===== config.mk =====
export PLATFORM = sky130hd
export DESIGN_NAME = smac_job_ctrl
export DESIGN_NICKNAME = d
export VERILOG_FILES = /design/src/rtl/smac_job_ctrl.sv
export SDC_FILE = /design/constraint.sdc
export NUM_CORES = 1
export LEC_CHECK = 0
export CAP_MARGIN = 40
export CORE_ASPECT_RATIO = 0.75
export CORE_MARGIN = 8
export CORE_UTILIZATION = 47
export CTS_BUF_LIST = sky130_fd_sc_hd__clkbuf_8 sky130_fd_sc_hd__clkbuf_16
export CTS_CLUSTER_SIZE = 20
export DETAILED_ROUTE_END_ITERATION = 10
export GPL_TIMING_DRIVEN = 0
export HOLD_SLACK_MARGIN = 0.15
export PLACE_DENSITY = 0.82
export REMOVE_ABC_BUFFERS = 1
export SETUP_SLACK_MARGIN = 0.4
export SYNTH_ARGS = -nofsm -noshare
export SYNTH_HDL_FRONTEND = slang
export SYNTH_SLANG_ARGS = --single-unit

===== constraint.sdc =====
create_clock -name clk_i -period 2.5 [get_ports clk_i]
set_input_delay 0.625 -clock clk_i [delete_from_list [all_inputs] [get_ports clk_i]]
set_output_delay 0.625 -clock clk_i [all_outputs]
set_load 0.02 [all_outputs]

===== src/rtl/smac_job_ctrl.sv =====
// Job-level sequencer for the SMAC engine: clears the engine once per job, then
// issues one input and one output stream request per tile and counts the beats.
module smac_job_ctrl #(
  parameter int TW = 8,
  parameter int LW = 16
) (
  input  logic          clk_i,
  input  logic          rst_ni,
  input  logic          clear_i,
  input  logic          start_i,
  input  logic [TW-1:0] n_tiles_i,
  input  logic [LW-1:0] in_len_i,
  input  logic [LW-1:0] out_len_i,
  output logic          busy_o,
  output logic          done_o,
  output logic          err_o,
  output logic          engine_clr_o,
  output logic          in_req_valid_o,
  input  logic          in_req_ready_i,
  output logic [LW-1:0] in_req_len_o,
  output logic          out_req_valid_o,
  input  logic          out_req_ready_i,
  output logic [LW-1:0] out_req_len_o,
  input  logic          in_beat_i,
  input  logic          out_beat_i,
  output logic [TW-1:0] tile_idx_o
);

  typedef enum logic [2:0] {S_IDLE, S_CLR, S_REQ, S_RUN, S_DONE} state_e;

  state_e        state_q, state_d;
  logic [TW-1:0] n_tiles_q, tile_idx_q;
  logic [LW-1:0] in_len_q, out_len_q, in_cnt_q, out_cnt_q;
  logic          in_sent_q, out_sent_q, err_q;
  logic          in_hs, out_hs, tile_done, last_tile, len_ok;

  assign in_hs     = in_req_valid_o & in_req_ready_i;
  assign out_hs    = out_req_valid_o & out_req_ready_i;
  // Completion looks at registered counters, so it trails the final beat by a cycle.
  assign tile_done = (in_cnt_q == in_len_q) && (out_cnt_q == out_len_q);
  assign last_tile = (tile_idx_q == n_tiles_q - TW'(1));
  assign len_ok    = (in_len_i != '0) && (out_len_i != '0);

  // NOTE: sequential state uses non-blocking assignments so every register
  // samples the pre-edge values of its neighbours.
  always_ff @(posedge clk_i or negedge rst_ni) begin
    if (!rst_ni) begin
      state_q <= S_IDLE;
    end else begin
      state_q <= state_d;
    end
  end

  // NOTE: every combinational output gets a default first, so no path infers a latch.
  always_comb begin
    state_d = state_q;
    unique case (state_q)
      S_IDLE: if (start_i) begin
        if (n_tiles_i == '0) state_d = S_DONE;
        else if (len_ok)     state_d = S_CLR;
      end
      S_CLR:  state_d = S_REQ;
      S_REQ:  if ((in_sent_q | in_hs) && (out_sent_q | out_hs)) state_d = S_RUN;
      S_RUN:  if (tile_done) state_d = last_tile ? S_DONE : S_REQ;
      S_DONE: state_d = S_IDLE;
      default: state_d = S_IDLE;
    endcase
    if (clear_i) state_d = S_IDLE;
  end

  always_comb begin
    busy_o          = 1'b0;
    done_o          = 1'b0;
    engine_clr_o    = 1'b0;
    in_req_valid_o  = 1'b0;
    out_req_valid_o = 1'b0;
    unique case (state_q)
      S_CLR: begin
        busy_o       = 1'b1;
        engine_clr_o = 1'b1;
      end
      S_REQ: begin
        busy_o          = 1'b1;
        in_req_valid_o  = ~in_sent_q;
        out_req_valid_o = ~out_sent_q;
      end
      S_RUN:  busy_o = 1'b1;
      S_DONE: done_o = 1'b1;
      default: ;
    endcase
  end

  assign err_o         = err_q;
  assign in_req_len_o  = in_len_q;
  assign out_req_len_o = out_len_q;
  assign tile_idx_o    = tile_idx_q;

  always_ff @(posedge clk_i or negedge rst_ni) begin
    if (!rst_ni) begin
      n_tiles_q  <= '0;
      in_len_q   <= '0;
      out_len_q  <= '0;
      in_cnt_q   <= '0;
      out_cnt_q  <= '0;
      in_sent_q  <= 1'b0;
      out_sent_q <= 1'b0;
      tile_idx_q <= '0;
      err_q      <= 1'b0;
    end else if (clear_i) begin
      n_tiles_q  <= '0;
      in_len_q   <= '0;
      out_len_q  <= '0;
      in_cnt_q   <= '0;
      out_cnt_q  <= '0;
      in_sent_q  <= 1'b0;
      out_sent_q <= 1'b0;
      tile_idx_q <= '0;
      err_q      <= 1'b0;
    end else begin
      unique case (state_q)
        S_IDLE: begin
          tile_idx_q <= '0;
          if (start_i && (n_tiles_i != '0)) begin
            if (len_ok) begin
              n_tiles_q <= n_tiles_i;
              in_len_q  <= in_len_i;
              out_len_q <= out_len_i;
              err_q     <= 1'b0;
            end else begin
              err_q <= 1'b1;
            end
          end
          if (in_beat_i || out_beat_i) err_q <= 1'b1;
        end
        S_CLR: begin
          in_cnt_q   <= '0;
          out_cnt_q  <= '0;
          in_sent_q  <= 1'b0;
          out_sent_q <= 1'b0;
          if (in_beat_i || out_beat_i) err_q <= 1'b1;
        end
        S_REQ, S_RUN: begin
          if (in_hs)  in_sent_q  <= 1'b1;
          if (out_hs) out_sent_q <= 1'b1;
          if (in_beat_i) begin
            if (in_cnt_q == in_len_q) err_q <= 1'b1;
            else                      in_cnt_q <= in_cnt_q + LW'(1);
          end
          if (out_beat_i) begin
            if (out_cnt_q == out_len_q) err_q <= 1'b1;
            else                        out_cnt_q <= out_cnt_q + LW'(1);
          end
          // Advancing to the next tile overrides any count update from this cycle.
          if (state_q == S_RUN && tile_done && !last_tile) begin
            tile_idx_q <= tile_idx_q + TW'(1);
            in_cnt_q   <= '0;
            out_cnt_q  <= '0;
            in_sent_q  <= 1'b0;
            out_sent_q <= 1'b0;
          end
        end
        S_DONE: begin
          tile_idx_q <= '0;
          if (in_beat_i || out_beat_i) err_q <= 1'b1;
        end
        default: ;
      endcase
    end
  end

endmodule


==> flow_metrics.py <==
metrics = {
    "sta": {
        "worst_pin_slew_ns": 0.910,
        "maxSlewViolCount": 0,
        "fmax_mhz": 381,
        "final_hold_viol_count": 0,
        "finalClockSkew_ns": 0.00862,
        "rsz0062_at_grt": "yes",
        "finalCritPeriodShare": 1.05,
        "finalSetupViolations": 28,
        "setup_slack_ns": -0.124,
        "period_minus_slack_ns": 2.62,
        "relSlewSlack": 0.392,
        "final.setup.tns_ns": -1.32,
    },
    "critical_path": {
        "reg2reg_to": "out_cnt_q[2]",
        "path_cells": "or3_4 > or4b_4 > xnor2_4 > nand4_4 > a41o_4 > a22oi_4 > buf_12 > a221o_1",
        "r2r_slack_ns": -0.12,
        "crit_arrival_ns": 2.85,
        "crit_path_start": "n_tiles_q[3]",
        "worst_path_max_delay_cell": "or4b_4",
        "critPathKind": "register to register",
        "reg2reg_depth": 8,
        "required_ns": 2.72,
        "r2r-start": "n_tiles_q[3]",
        "critPathMaxStageDelay_ns": 0.53,
        "startpoint_type": "register",
        "end_kind": "register",
        "critPathMaxFanout": 8,
    },
    "yosys": {
        "avgSynthCellArea_um2": 9.59,
        "ys.flop_type": "dfrtp_1",
        "syn_inst": 507,
        "synth_cell_types": 54,
        "synth_edf_count": 0,
        "synthArstFlopShare": 1.00,
        "synth_warnings": 0,
        "synth_area_mm2": 0.00486,
        "synth.yosys.seq_area_share": 0.443,
        "ys_ff_latch": 86,
    },
    "cells_and_area": {
        "layout_common_cells": "dfrtp_1 (81), nor2_1 (60), dlymetal6s2s_1 (43)",
        "finalNonFillerCells": 774,
        "area.growth.synth_to_final_pct": 44.8,
        "final_common_cell": "dfrtp_1",
        "diodes": 0,
        "drive_gt1_frac": 0.196,
        "fin_nets": 685,
    },
    "die": {
        "die-width_um": 133,
        "io_pins": 94,
        "fp-row-count": 32,
        "start_util": 0.478,
        "dieArea_mm2": 0.0139,
        "die_h_um": 104,
        "core_area_mm2": 0.0102,
    },
    "clocking": {
        "root_buffer": "clkbuf_16",
        "cts_max_level": 3,
        "cts_hold_buf": 0,
        "clock_sinks": 86,
        "clockBufferDepth": 2,
        "cts_tree": "yes",
        "cts-buffers-inserted": 9,
        "clock_latency_ns": 0.35,
        "clkTransAtPathRegs_ns": 0.07,
    },
    "grt": {
        "grt.total_usage": 0.204,
        "antenna_found_initial": 0,
        "globalRouteOverflowTotal": 0,
        "grt_pass1_wl_mm": 23.1,
        "grt_pass1_vias": 4544,
        "grt_max_degree": 55,
    },
    "placement": {
        "dpl.hpwl_mm": 9.38,
        "pre_cts_ws_ns": -0.731,
        "io_buffers": 93,
        "place_inst": 716,
        "gp_congestion": 0.885,
    },
    "outcome": {
        "violations": "negative setup slack",
        "status": "complete, but fails checks",
    },
    "routing": {
        "wl_per_cell_um": 19.8,
        "via_per_inst": 5.88,
        "first_pass_iters": 5,
        "vias": 4552,
        "drcViolationCount": 0,
        "drtAntennaViolNets": 0,
        "drt-initial-drc-count": 461,
        "wl_mm": 15.3,
    },
    "pwr": {
        "ir_drop_mv": 0.393,
        "p_leak_nw": 3.80,
        "p_per_area_mw_per_mm2": 628,
    },
    "run": {
        "maxCapViolCount": 0,
    },
    "hold_path": {
        "hold_class": "primary input to asynchronous set/reset pin",
    },
}
==> per-stage QoR <==
stage          utilization  cell area (µm²)  total power, mW  hold WS, ns
2_1_floorplan            -             4770             2.26        0.329
3_3_place_gp         0.577             5870             2.67        0.485
3_5_place_dp         0.582             5920             2.69        0.487
4_1_cts              0.661             6720             4.30        0.239
5_1_grt              0.692             7040             4.59        0.256
6_report             0.692             7040             4.42        0.234
==> routing by layer <==
layer  wire, µm  share of wire  vias up  global-route usage
met5          0              0        -                   0
met4        278          0.018        0              0.0624
met3       1220          0.079       29              0.0690
met2       6940           0.45      209               0.300
li1           -              -     2084                   -
met1       6920           0.45     2230               0.277
==> critical path, delay by kind of cell (launching register included) <==
kind	cells	cell delay [ns]
buffers and inverters	1	0.17
xor gates and xnor gates	1	0.15
DFF	1	0.42
AOI/OAI and AO/OA	3	0.70
and+or+nand+nor	3	1.06
==> layout make-up <==
type / instances / area, µm²
inverter: 11 / 41.3
clock inverter: 7 / 67.6
timing repair buffer: 136 / 1520
tap: 136 / 170
fill: 766 / 3130
sequential: 86 / 2160
clock buffer: 9 / 225
multi-input combinational: 389 / 2860
==> synthesized netlist by cell type, types with 5 or more instances <==
cell type | instances | share of area
a211o_1 | 5 | 0.0090
a21o_1 | 7 | 0.011
a21oi_1 | 17 | 0.017
and2_1 | 6 | 0.0077
and3_1 | 16 | 0.021
clkbuf_1 | 14 | 0.011
dfrtp_1 | 86 | 0.44
inv_1 | 11 | 0.0085
mux2i_1 | 41 | 0.084
nand2_1 | 22 | 0.017
nand3_1 | 20 | 0.021
nand4_1 | 10 | 0.013
nor2_1 | 73 | 0.056
nor3_1 | 13 | 0.013
nor4_1 | 19 | 0.024
o21ai_0 | 14 | 0.014
o31ai_1 | 9 | 0.014
or3_1 | 8 | 0.010
xnor2_1 | 11 | 0.020
xor2_1 | 41 | 0.074
==> cell families after synthesis <==
group	synth area share
AND/OR/NAND/NOR	0.224
flip-flops	0.442
AO/OA/AOI/OAI	0.112
XOR/XNOR	0.0970
multiplexers	0.0867
buffers and inverters	0.0278
adder cells (fa/ha/maj)	0.0103
==> power by group <==
group	internal, mW	switching (mW)	leakage, nW
Combinational	0.727	0.769	2.49
Sequential	1.48	0.119	1.17
Clock	0.696	0.625	0.133
==> how the worst max path moves through the flow <==
| stage | end | depth (start not counted) |
|---|---|---|
| after global placement | in_req_len_o[5] | 1 |
| final | out_cnt_q[2] | 8 |
| after floorplan | in_req_len_o[0] | 6 |
| after global routing | tile_idx_o[2] | 9 |
| after CTS | out_cnt_q[2] | 8 |
| after detailed placement | in_req_len_o[5] | 8 |
==> registers in the layout (all words and copies together), names as in the netlist <==
signal,count
err_o,1
in_cnt_q,16
in_req_len_o,16
in_sent_q,1
n_tiles_q,8
out_cnt_q,16
out_req_len_o,16
out_sent_q,1
state_q,3
tile_idx_o,8
==> what timing repair did <==
action / in CTS / in global routing
resized for setup: 64 / 89
pin swaps: 29 / 25
endpoints found under the setup margin: 93 / 98
gates cloned: 5 / 0
setup buffers: 25 / 12
Power figures use the tool's default switching activity.
